## config.mk

```make
export PLATFORM = sky130hd
export DESIGN_NAME = vec_alu_engine
export DESIGN_NICKNAME = d
export VERILOG_FILES = /design/src/rtl/vec_alu_engine.sv
export SDC_FILE = /design/constraint.sdc
export NUM_CORES = 2
export LEC_CHECK = 0
export ABC_AREA = 1
export BUFFER_PORTS_ARGS = -buffer_cell sky130_fd_sc_hd__buf_4
export CELL_PAD_IN_SITES_DETAIL_PLACEMENT = 1
export CELL_PAD_IN_SITES_GLOBAL_PLACEMENT = 1
export CORE_ASPECT_RATIO = 0.7
export CORE_UTILIZATION = 40
export DETAILED_ROUTE_END_ITERATION = 10
export GPL_ROUTABILITY_DRIVEN = 0
export PLACE_DENSITY_LB_ADDON = 0.1
export SETUP_SLACK_MARGIN = 0.4
export SLEW_MARGIN = 20
export SYNTH_ARGS = -nofsm -noshare
export SYNTH_HDL_FRONTEND = slang
export SYNTH_SLANG_ARGS = --single-unit
```

## constraint.sdc

```tcl
create_clock -name clk -period 21.2 [get_ports clk]
set_input_delay 2.12 -clock clk [delete_from_list [all_inputs] [get_ports clk]]
set_output_delay 2.12 -clock clk [all_outputs]
set_load 0.01 [all_outputs]
```

## src/rtl/vec_alu_engine.sv

```systemverilog
// rtl/vec_alu_engine.sv - element-wise vector ALU streaming operands through a shared single-port BRAM
//
// Reads A[i] (and B[i] for binary ops) from BRAM port B, computes one result per element
// and writes it back to addr_out+i. Optional build macro: VEC_ALU_SAT_EN (saturating ADD/SUB/MUL).
//
// Ports:
//   clk, rst_n                      clock, asynchronous active-low reset
//   start                           launch request, sampled only while idle
//   op[2:0]                         0 ADD, 1 SUB, 2 MUL, 3 MAX, 4 MIN, 5 RELU, 6/7 illegal
//   addr_a, addr_b, addr_out        vector base word addresses
//   len[31:0]                       element count
//   busy, done, error               status: running, one-cycle completion, sticky illegal-op flag
//   bram_addr_b, bram_din_b,
//   bram_dout_b, bram_en_b,
//   bram_we_b                       BRAM port B
module vec_alu_engine #(
  parameter int ADDR_WIDTH = 13,
  parameter int DATA_WIDTH = 32,
  parameter int RD_LATENCY = 2
) (
  input  logic                  clk,
  input  logic                  rst_n,
  input  logic                  start,
  input  logic [2:0]            op,
  input  logic [ADDR_WIDTH-1:0] addr_a,
  input  logic [ADDR_WIDTH-1:0] addr_b,
  input  logic [ADDR_WIDTH-1:0] addr_out,
  input  logic [31:0]           len,
  output logic                  busy,
  output logic                  done,
  output logic                  error,
  output logic [ADDR_WIDTH-1:0] bram_addr_b,
  output logic [DATA_WIDTH-1:0] bram_din_b,
  input  logic [DATA_WIDTH-1:0] bram_dout_b,
  output logic                  bram_en_b,
  output logic                  bram_we_b
);

  localparam logic [2:0] S_IDLE    = 3'd0;
  localparam logic [2:0] S_ISSUE_A = 3'd1;
  localparam logic [2:0] S_WAIT_A  = 3'd2;
  localparam logic [2:0] S_ISSUE_B = 3'd3;
  localparam logic [2:0] S_WAIT_B  = 3'd4;
  localparam logic [2:0] S_WRITE   = 3'd5;
  localparam logic [2:0] S_DONE    = 3'd6;

  localparam logic [2:0] OP_ADD  = 3'd0;
  localparam logic [2:0] OP_SUB  = 3'd1;
  localparam logic [2:0] OP_MUL  = 3'd2;
  localparam logic [2:0] OP_MAX  = 3'd3;
  localparam logic [2:0] OP_MIN  = 3'd4;
  localparam logic [2:0] OP_RELU = 3'd5;

  // Last count value of a read wait window; DONE reuses the counter for its two cycles.
  localparam logic [7:0] CNT_LAST = 8'(RD_LATENCY - 1);

`ifdef VEC_ALU_SAT_EN
  localparam logic [DATA_WIDTH-1:0] SAT_MAX = {1'b0, {(DATA_WIDTH-1){1'b1}}};
  localparam logic [DATA_WIDTH-1:0] SAT_MIN = {1'b1, {(DATA_WIDTH-1){1'b0}}};
`endif

  logic [2:0]            state;
  logic [2:0]            op_q;
  logic [ADDR_WIDTH-1:0] addr_a_q;
  logic [ADDR_WIDTH-1:0] addr_b_q;
  logic [ADDR_WIDTH-1:0] addr_out_q;
  logic [31:0]           len_q;
  logic [31:0]           idx;
  logic [7:0]            cnt;
  logic [DATA_WIDTH-1:0] a_q;
  logic [DATA_WIDTH-1:0] b_q;
  logic [DATA_WIDTH-1:0] result;
  logic                  a_lt_b;

`ifdef VEC_ALU_SAT_EN
  // One guard bit catches signed overflow of ADD/SUB; the full product covers MUL.
  logic [DATA_WIDTH:0]            sum_x;
  logic [DATA_WIDTH:0]            dif_x;
  logic signed [2*DATA_WIDTH-1:0] prod_x;
  logic [DATA_WIDTH:0]            prod_top;
`endif

  always_comb begin
    a_lt_b = $signed(a_q) < $signed(b_q);
    result = '0;
`ifdef VEC_ALU_SAT_EN
    sum_x    = {a_q[DATA_WIDTH-1], a_q} + {b_q[DATA_WIDTH-1], b_q};
    dif_x    = {a_q[DATA_WIDTH-1], a_q} - {b_q[DATA_WIDTH-1], b_q};
    prod_x   = $signed(a_q) * $signed(b_q);
    prod_top = prod_x[2*DATA_WIDTH-1:DATA_WIDTH-1];
`endif
    case (op_q)
`ifdef VEC_ALU_SAT_EN
      OP_ADD: begin
        result = sum_x[DATA_WIDTH-1:0];
        if (sum_x[DATA_WIDTH] != sum_x[DATA_WIDTH-1]) result = sum_x[DATA_WIDTH] ? SAT_MIN : SAT_MAX;
      end
      OP_SUB: begin
        result = dif_x[DATA_WIDTH-1:0];
        if (dif_x[DATA_WIDTH] != dif_x[DATA_WIDTH-1]) result = dif_x[DATA_WIDTH] ? SAT_MIN : SAT_MAX;
      end
      OP_MUL: begin
        result = prod_x[DATA_WIDTH-1:0];
        // The product fits only if its top DATA_WIDTH+1 bits are a pure sign extension.
        if (!((&prod_top) || (~|prod_top))) result = prod_x[2*DATA_WIDTH-1] ? SAT_MIN : SAT_MAX;
      end
`else
      OP_ADD:  result = a_q + b_q;
      OP_SUB:  result = a_q - b_q;
      OP_MUL:  result = a_q * b_q;
`endif
      OP_MAX:  result = a_lt_b ? b_q : a_q;
      OP_MIN:  result = a_lt_b ? a_q : b_q;
      OP_RELU: result = a_q[DATA_WIDTH-1] ? '0 : a_q;
      default: result = '0;
    endcase
  end

  always_ff @(posedge clk or negedge rst_n) begin
    if (!rst_n) begin
      state       <= S_IDLE;
      op_q        <= '0;
      addr_a_q    <= '0;
      addr_b_q    <= '0;
      addr_out_q  <= '0;
      len_q       <= '0;
      idx         <= '0;
      cnt         <= '0;
      a_q         <= '0;
      b_q         <= '0;
      busy        <= 1'b0;
      done        <= 1'b0;
      error       <= 1'b0;
      bram_addr_b <= '0;
      bram_din_b  <= '0;
      bram_en_b   <= 1'b0;
      bram_we_b   <= 1'b0;
    end else begin
      // Strobes are single-cycle; address and data registers hold between accesses.
      bram_en_b <= 1'b0;
      bram_we_b <= 1'b0;
      done      <= 1'b0;
      case (state)
        S_IDLE: begin
          if (start) begin
            op_q       <= op;
            addr_a_q   <= addr_a;
            addr_b_q   <= addr_b;
            addr_out_q <= addr_out;
            len_q      <= len;
            idx        <= '0;
            cnt        <= '0;
            busy       <= 1'b1;
            error      <= (op > OP_RELU);
            if (op > OP_RELU || len == 32'd0) state <= S_DONE;
            else                              state <= S_ISSUE_A;
          end
        end
        S_ISSUE_A: begin
          bram_en_b   <= 1'b1;
          bram_addr_b <= addr_a_q + idx[ADDR_WIDTH-1:0];
          cnt         <= '0;
          state       <= S_WAIT_A;
        end
        S_WAIT_A: begin
          if (cnt == CNT_LAST) begin
            a_q   <= bram_dout_b;
            state <= (op_q == OP_RELU) ? S_WRITE : S_ISSUE_B;
          end else begin
            cnt <= cnt + 8'd1;
          end
        end
        S_ISSUE_B: begin
          bram_en_b   <= 1'b1;
          bram_addr_b <= addr_b_q + idx[ADDR_WIDTH-1:0];
          cnt         <= '0;
          state       <= S_WAIT_B;
        end
        S_WAIT_B: begin
          if (cnt == CNT_LAST) begin
            b_q   <= bram_dout_b;
            state <= S_WRITE;
          end else begin
            cnt <= cnt + 8'd1;
          end
        end
        S_WRITE: begin
          bram_en_b   <= 1'b1;
          bram_we_b   <= 1'b1;
          bram_addr_b <= addr_out_q + idx[ADDR_WIDTH-1:0];
          bram_din_b  <= result;
          if (idx == len_q - 32'd1) begin
            cnt   <= '0;
            state <= S_DONE;
          end else begin
            idx   <= idx + 32'd1;
            state <= S_ISSUE_A;
          end
        end
        S_DONE: begin
          // Two cycles in DONE so the done pulse lands two edges after the final write.
          if (cnt == 8'd1) begin
            done  <= 1'b1;
            busy  <= 1'b0;
            state <= S_IDLE;
          end else begin
            cnt <= cnt + 8'd1;
          end
        end
        default: state <= S_IDLE;
      endcase
    end
  end

endmodule
```

# Word level (Yosys, flattened, before mapping)
# Index checks and enable logic that the tools add are counted.
[word_totals] regBits=231 inputBits=109 out_inout_bits=50 elab_cells=93
[classes] n_addsub=8 n_mul=1 order_cmp=2 eq_ne=20 muxes=27 n_reduce_logical=18
[op_table] op="$pmux W32 S6" count=1
[op_table] op="$mux W32" count=4
[op_table] op="$pmux W32 S2" count=1
[op_table] op="$add A13 B13 Y13" count=3
[op_table] op="$pmux W13 S3" count=1
[op_table] op="$add A32 B1 Y32 const B" count=1
[op_table] op="$add A32 B32 Y32" count=1
[op_table] op="$eq A32 B32 Y1" count=1
[op_table] op="$logic_not A32 Y1" count=1
[op_table] op="$lt A32 B32 Y1" count=1
[op_table] op="$mul A32 B32 Y32" count=1
[op_table] op="$pmux W8 S4" count=1
[op_table] op="$sub A32 B1 Y32 const B" count=1
[op_table] op="$sub A32 B32 Y32" count=1
[op_table] op="$mux W31" count=1
[op_table] op="$mux W8" count=3
[op_table] op="$mux W3" count=7
[op_table] op="$pmux W3 S7" count=1
[op_table] op="$eq A3 B3 Y1 const B" count=5
[op_table] op="$ne A2 B2 Y1 const B" count=7
[op_table] op="$eq A3 B2 Y1 const B" count=4
[op_table] op="$add A8 B1 Y8 const B" count=1
[op_table] op="$eq A8 B1 Y1 const B" count=1
[op_table] op="$reduce_and A4 Y1" count=2
[op_table] op="other kinds (13)" count=25

# Longest topological paths before layout
[depth] word_depth=5 ltp_mapped=39 mapped_depth_nobuf=37

# Least setup slack after synthesis
# Ideal clock, no wire load.
[synth_path] kind="flip-flop to flip-flop" from="register b_q[3]" to="register bram_din_b[22]" setup_ns=0.117 arrival_ns=6.585 required_time_ns=21.083 setup_slack_ns=14.498 path_stages_with_launch=29 n_path_buf=2 period_less_slack_ns=6.702 path_cell_list="dfrtp_1 -> clkbuf_1 -> buf_1 -> nand2_1 -> inv_1 -> fa_1 -> inv_1 -> fa_1 -> fa_1 -> fa_1 -> inv_1 -> fa_1 -> inv_1 -> fa_1 -> inv_1 -> fa_1 -> fa_1 -> ha_1 -> a21oi_1 -> o21ai_0 -> a31oi_1 -> nand3_1 -> or2_2 -> nand3_1 -> o211ai_1 -> nor2_1 -> nand3_1 -> nand2_1 -> nand2_1"
[synth_between] elab_chain_len=3 elab_cells_between_ends=7 classes_between="2 x add/sub; 1 x mul; 1 x order compare; 3 x mux"
[synth_lines] element="start, declared" line_no="71" source="logic [DATA_WIDTH-1:0] b_q;"
[synth_lines] element="start signal, assigned" line_no="181" source="b_q <= bram_dout_b;"
[synth_lines] element="branches (longest 2 deep; another with $mul A32 B32 Y32)"
[synth_lines] element="$pmux W32 S6 (*)" line_no="92" source="case (op_q)"
[synth_lines] element="end signal, assigned" line_no="191" source="bram_din_b <= result;"
[synth_lines] element="end, declared" line_no="33" source="output logic [DATA_WIDTH-1:0] bram_din_b,"
# Mark *: on every way between the ends.
# A chain may end at the register's enable or synchronous reset.

# Worst setup path after layout
[layout_path] from="register b_q[9]" to="register bram_din_b[29]"
# The elaborated chain is that of the path after synthesis.

==> results_dict.tcl <==
set metrics [dict create \
    syn_area_per_cell_um2 6.96 \
    routed_wl_um 144000 \
    crit_arrival_ps 8460 \
    synth_fp_nets 5682 \
    nNetsFinal 5718 \
    firstDrtPassIters 6 \
    dieWidth_um 353 \
    dp_hpwl_um 112000 \
    async_flop_share_pct 100 \
    seq_area_frac_synth_pct 16.7 \
    core_um2 84900 \
    io_pins 159 \
    worstReg2RegEnd "bram_din_b[29]" \
    synth_cells 4960 \
    cp-end-kind "flop" \
    wire_per_inst_um 23.3 \
    vias 32900 \
    min_period_over_period_pct 37.7 \
    dieArea_um2 87500 \
    crit_top_cell "fa_1" \
    max-slew-margin-rel_pct 17.3 \
    drive_gt1_share_pct 6.76 \
    reg2reg_slack_ps 13200 \
    worstPathRequired_ps 21660 \
    crit_family "adder cells" \
    cp-startpoint "b_q[9]" \
    crit_buf_inv 4 \
    syn-cell-area_um2 34500 \
    cp-endpoint "bram_din_b[29]" \
    ys.flop_type "dfrtp_1" \
    antenna_found_initial 5 \
    vias_per_cell 5.35 \
    grt_pass1_vias 33500 \
    crit_type "reg2reg" \
    rsz0062_at_grt "no" \
    chipHeight_um 248 \
    skew_ps 64.8 \
    postCtsSetupBuffers 0 \
    timing.max_cap.violations 0 \
    crit_chain "buf_4 -> nand2_1 -> inv_1 -> fa_1 -> fa_1 -> inv_1 -> fa_1 -> fa_1 -> inv_1 -> fa_1 -> fa_1 -> fa_1 -> fa_1 -> ha_1 -> a21oi_1 -> nor2_1 -> nor2_1 -> nand2_1 -> a21oi_1 -> nand2_1 -> o21ai_0 -> nand4_1 -> o21ai_0 -> nand2_1" \
    setup_tns_ps 0 \
    clock_latency_ps 650 \
    grt_pass1_wl_um 215000 \
    area_delta_synth_final_pct 9.24 \
    fin_crit_ps 8000 \
    run_status "complete, no violations" \
    synth_cell_types 58 \
    fin_hold_ws_ps 473 \
    clock-root-buffer "clkbuf_16" \
    finalSetupViolCount 0 \
    crit_fanout 16 \
    grt_max_degree 81 \
    io_buffers 158 \
    synth_seq_cells 231 \
    synth_edf_count 0 \
    hold_path_class "reg2reg" \
    hold_viol_final 0 \
    clk_path_buf_depth 3 \
    fmax_mhz 125 \
    cts_tree "yes" \
    grt_usage_pct 33.0 \
    drt-initial-drc-count 2884 \
    tightest_slew_ps 1230 \
    drc_errors 0 \
    clk_pin_slew_ps 70 \
    reg2reg_depth 24 \
    hold_buffers 0 \
    cts_made_buffers 28 \
    drv_slew 0 \
    std_cell_rows 89 \
    ant_nets 0 \
    critical_path_depth 24 \
    initial_core_util_pct 40.7 \
    slowest_delay_ps 900 \
    startpoint_type "flop" \
    cts_htree_levels 1 \
    r2r-start "b_q[9]" \
    cp_slowest_cell "dfrtp_1" \
    yosysWarnings 0 \
    cts_resized 0 \
    grt_overflow 0 \
    clock_sinks 231 \
]
placed cells by master (no fill, tap or decap), drive strengths merged, types with 7 or more instances in the layout:
cell type / n
a21o: 14
xor2: 87
fa: 411
nor3: 42
o211ai: 67
o21ai: 246
ha: 202
nand4: 52
a21boi: 9
or2: 12
clkinv: 7
nor2: 301
o21a: 7
nand3b: 11
xnor2: 36
dfrtp: 231
nand2: 1516
buf: 234
nor4: 26
inv: 1040
o21bai: 14
clkbuf: 38
a21oi: 178
nand3: 200
synth_stat cells (all sizes together) (12+ instances only):
library cell  count  area [µm²]
buf              56         294
o21bai           14         105
xor2             87         769
ha              202        2530
xnor2            36         315
or2              12        75.1
o211ai           67         503
nand4            52         340
dfrtp           231        5780
nor3             42         215
fa              411        8230
nand3           200        1030
a21o             14         105
o21ai           246        1250
clkbuf          172         649
nor2            301        1210
nor4             26         169
a21oi           178         895
inv            1039        3900
nand2          1516        5730
how the worst min path moves through the flow:
stage	slack (ps)	cells after the start	start	end
floorplan	440	2	addr_a_q[11]	addr_a_q[11]
CTS	480	2	bram_addr_b[0]	bram_addr_b[0]
detailed placement	460	2	bram_addr_b[0]	bram_addr_b[0]
finish	470	2	bram_addr_b[0]	bram_addr_b[0]
global route	500	2	addr_b_q[1]	addr_b_q[1]
global placement	470	2	addr_out_q[11]	addr_out_q[11]
cells by family (layout without fill, tap and decap cells):
family | Yosys count | in the layout | share of synthesized area, %
flip-flops | 231 | 231 | 16.7
buffers and inverters | 1269 | 1323 | 14.1
AND/OR/NAND/NOR | 2163 | 2163 | 25.7
adder cells (fa/ha/maj) | 613 | 613 | 31.2
other | 0 | 5 | 0
AO/OA/AOI/OAI | 561 | 561 | 9.22
XOR/XNOR | 123 | 123 | 3.14
registers in the layout, indices dropped and copies added, names as in the netlist:
name         count
a_q             32
cnt              8
bram_en_b        1
len_q           32
addr_a_q        13
idx             32
state            3
busy             1
done             1
bram_addr_b     13
b_q             32
bram_din_b      32
addr_out_q      13
bram_we_b        1
error            1
addr_b_q        13
op_q             3
stage by stage:
step | area (µm²) | utilization [%] | worst slack [ps] | cells
floorplan | 34500 | - | 14500 | 4960
global placement | 36800 | 43.4 | 13290 | 6103
detailed placement | 36800 | 43.4 | 13280 | 6103
CTS | 37700 | 44.4 | 13270 | 6151
global route | 37700 | 44.4 | 12930 | 6151
finish | 37700 | 44.4 | 13200 | 6156
final cells by class:
| type | instances | area (µm²) |
|---|---|---|
| Fill cell | 11000 | 47100 |
| Clock inverter | 10 | 134 |
| Multi-Input combinational cell | 3460 | 23900 |
| Sequential cell | 231 | 5780 |
| Antenna cell | 5 | 12.5 |
| Inverter | 1041 | 3910 |
| Timing Repair Buffer | 234 | 1770 |
| Clock buffer | 38 | 768 |
| Tap cell | 1137 | 1420 |
per-layer routing:
metal	share of wire [%]	up-vias	wire [µm]	global-route usage, %
met4	2.5	2	3550	7.58
met2	37	1388	53000	43.0
met3	13	147	18300	12.6
li1	-	15100	-	-
met5	0.0090	-	13	0.162
met1	48	16300	68900	50.0
worst register-to-register path: stages (launching register included):
cell and delay, ps:
dfrtp_1 900, buf_4 370, nand2_1 110, inv_1 120, fa_1 450, fa_1 570
inv_1 70, fa_1 500, fa_1 540, inv_1 60, fa_1 580, fa_1 440
fa_1 540, fa_1 440, ha_1 400, a21oi_1 200, nor2_1 60, nor2_1 110
nand2_1 70, a21oi_1 110, nand2_1 130, o21ai_0 490, nand4_1 160, o21ai_0 370
nand2_1 80
Power is not shown: default switching activity piles up to over one toggle a cycle in this logic, so the estimate is an artifact.
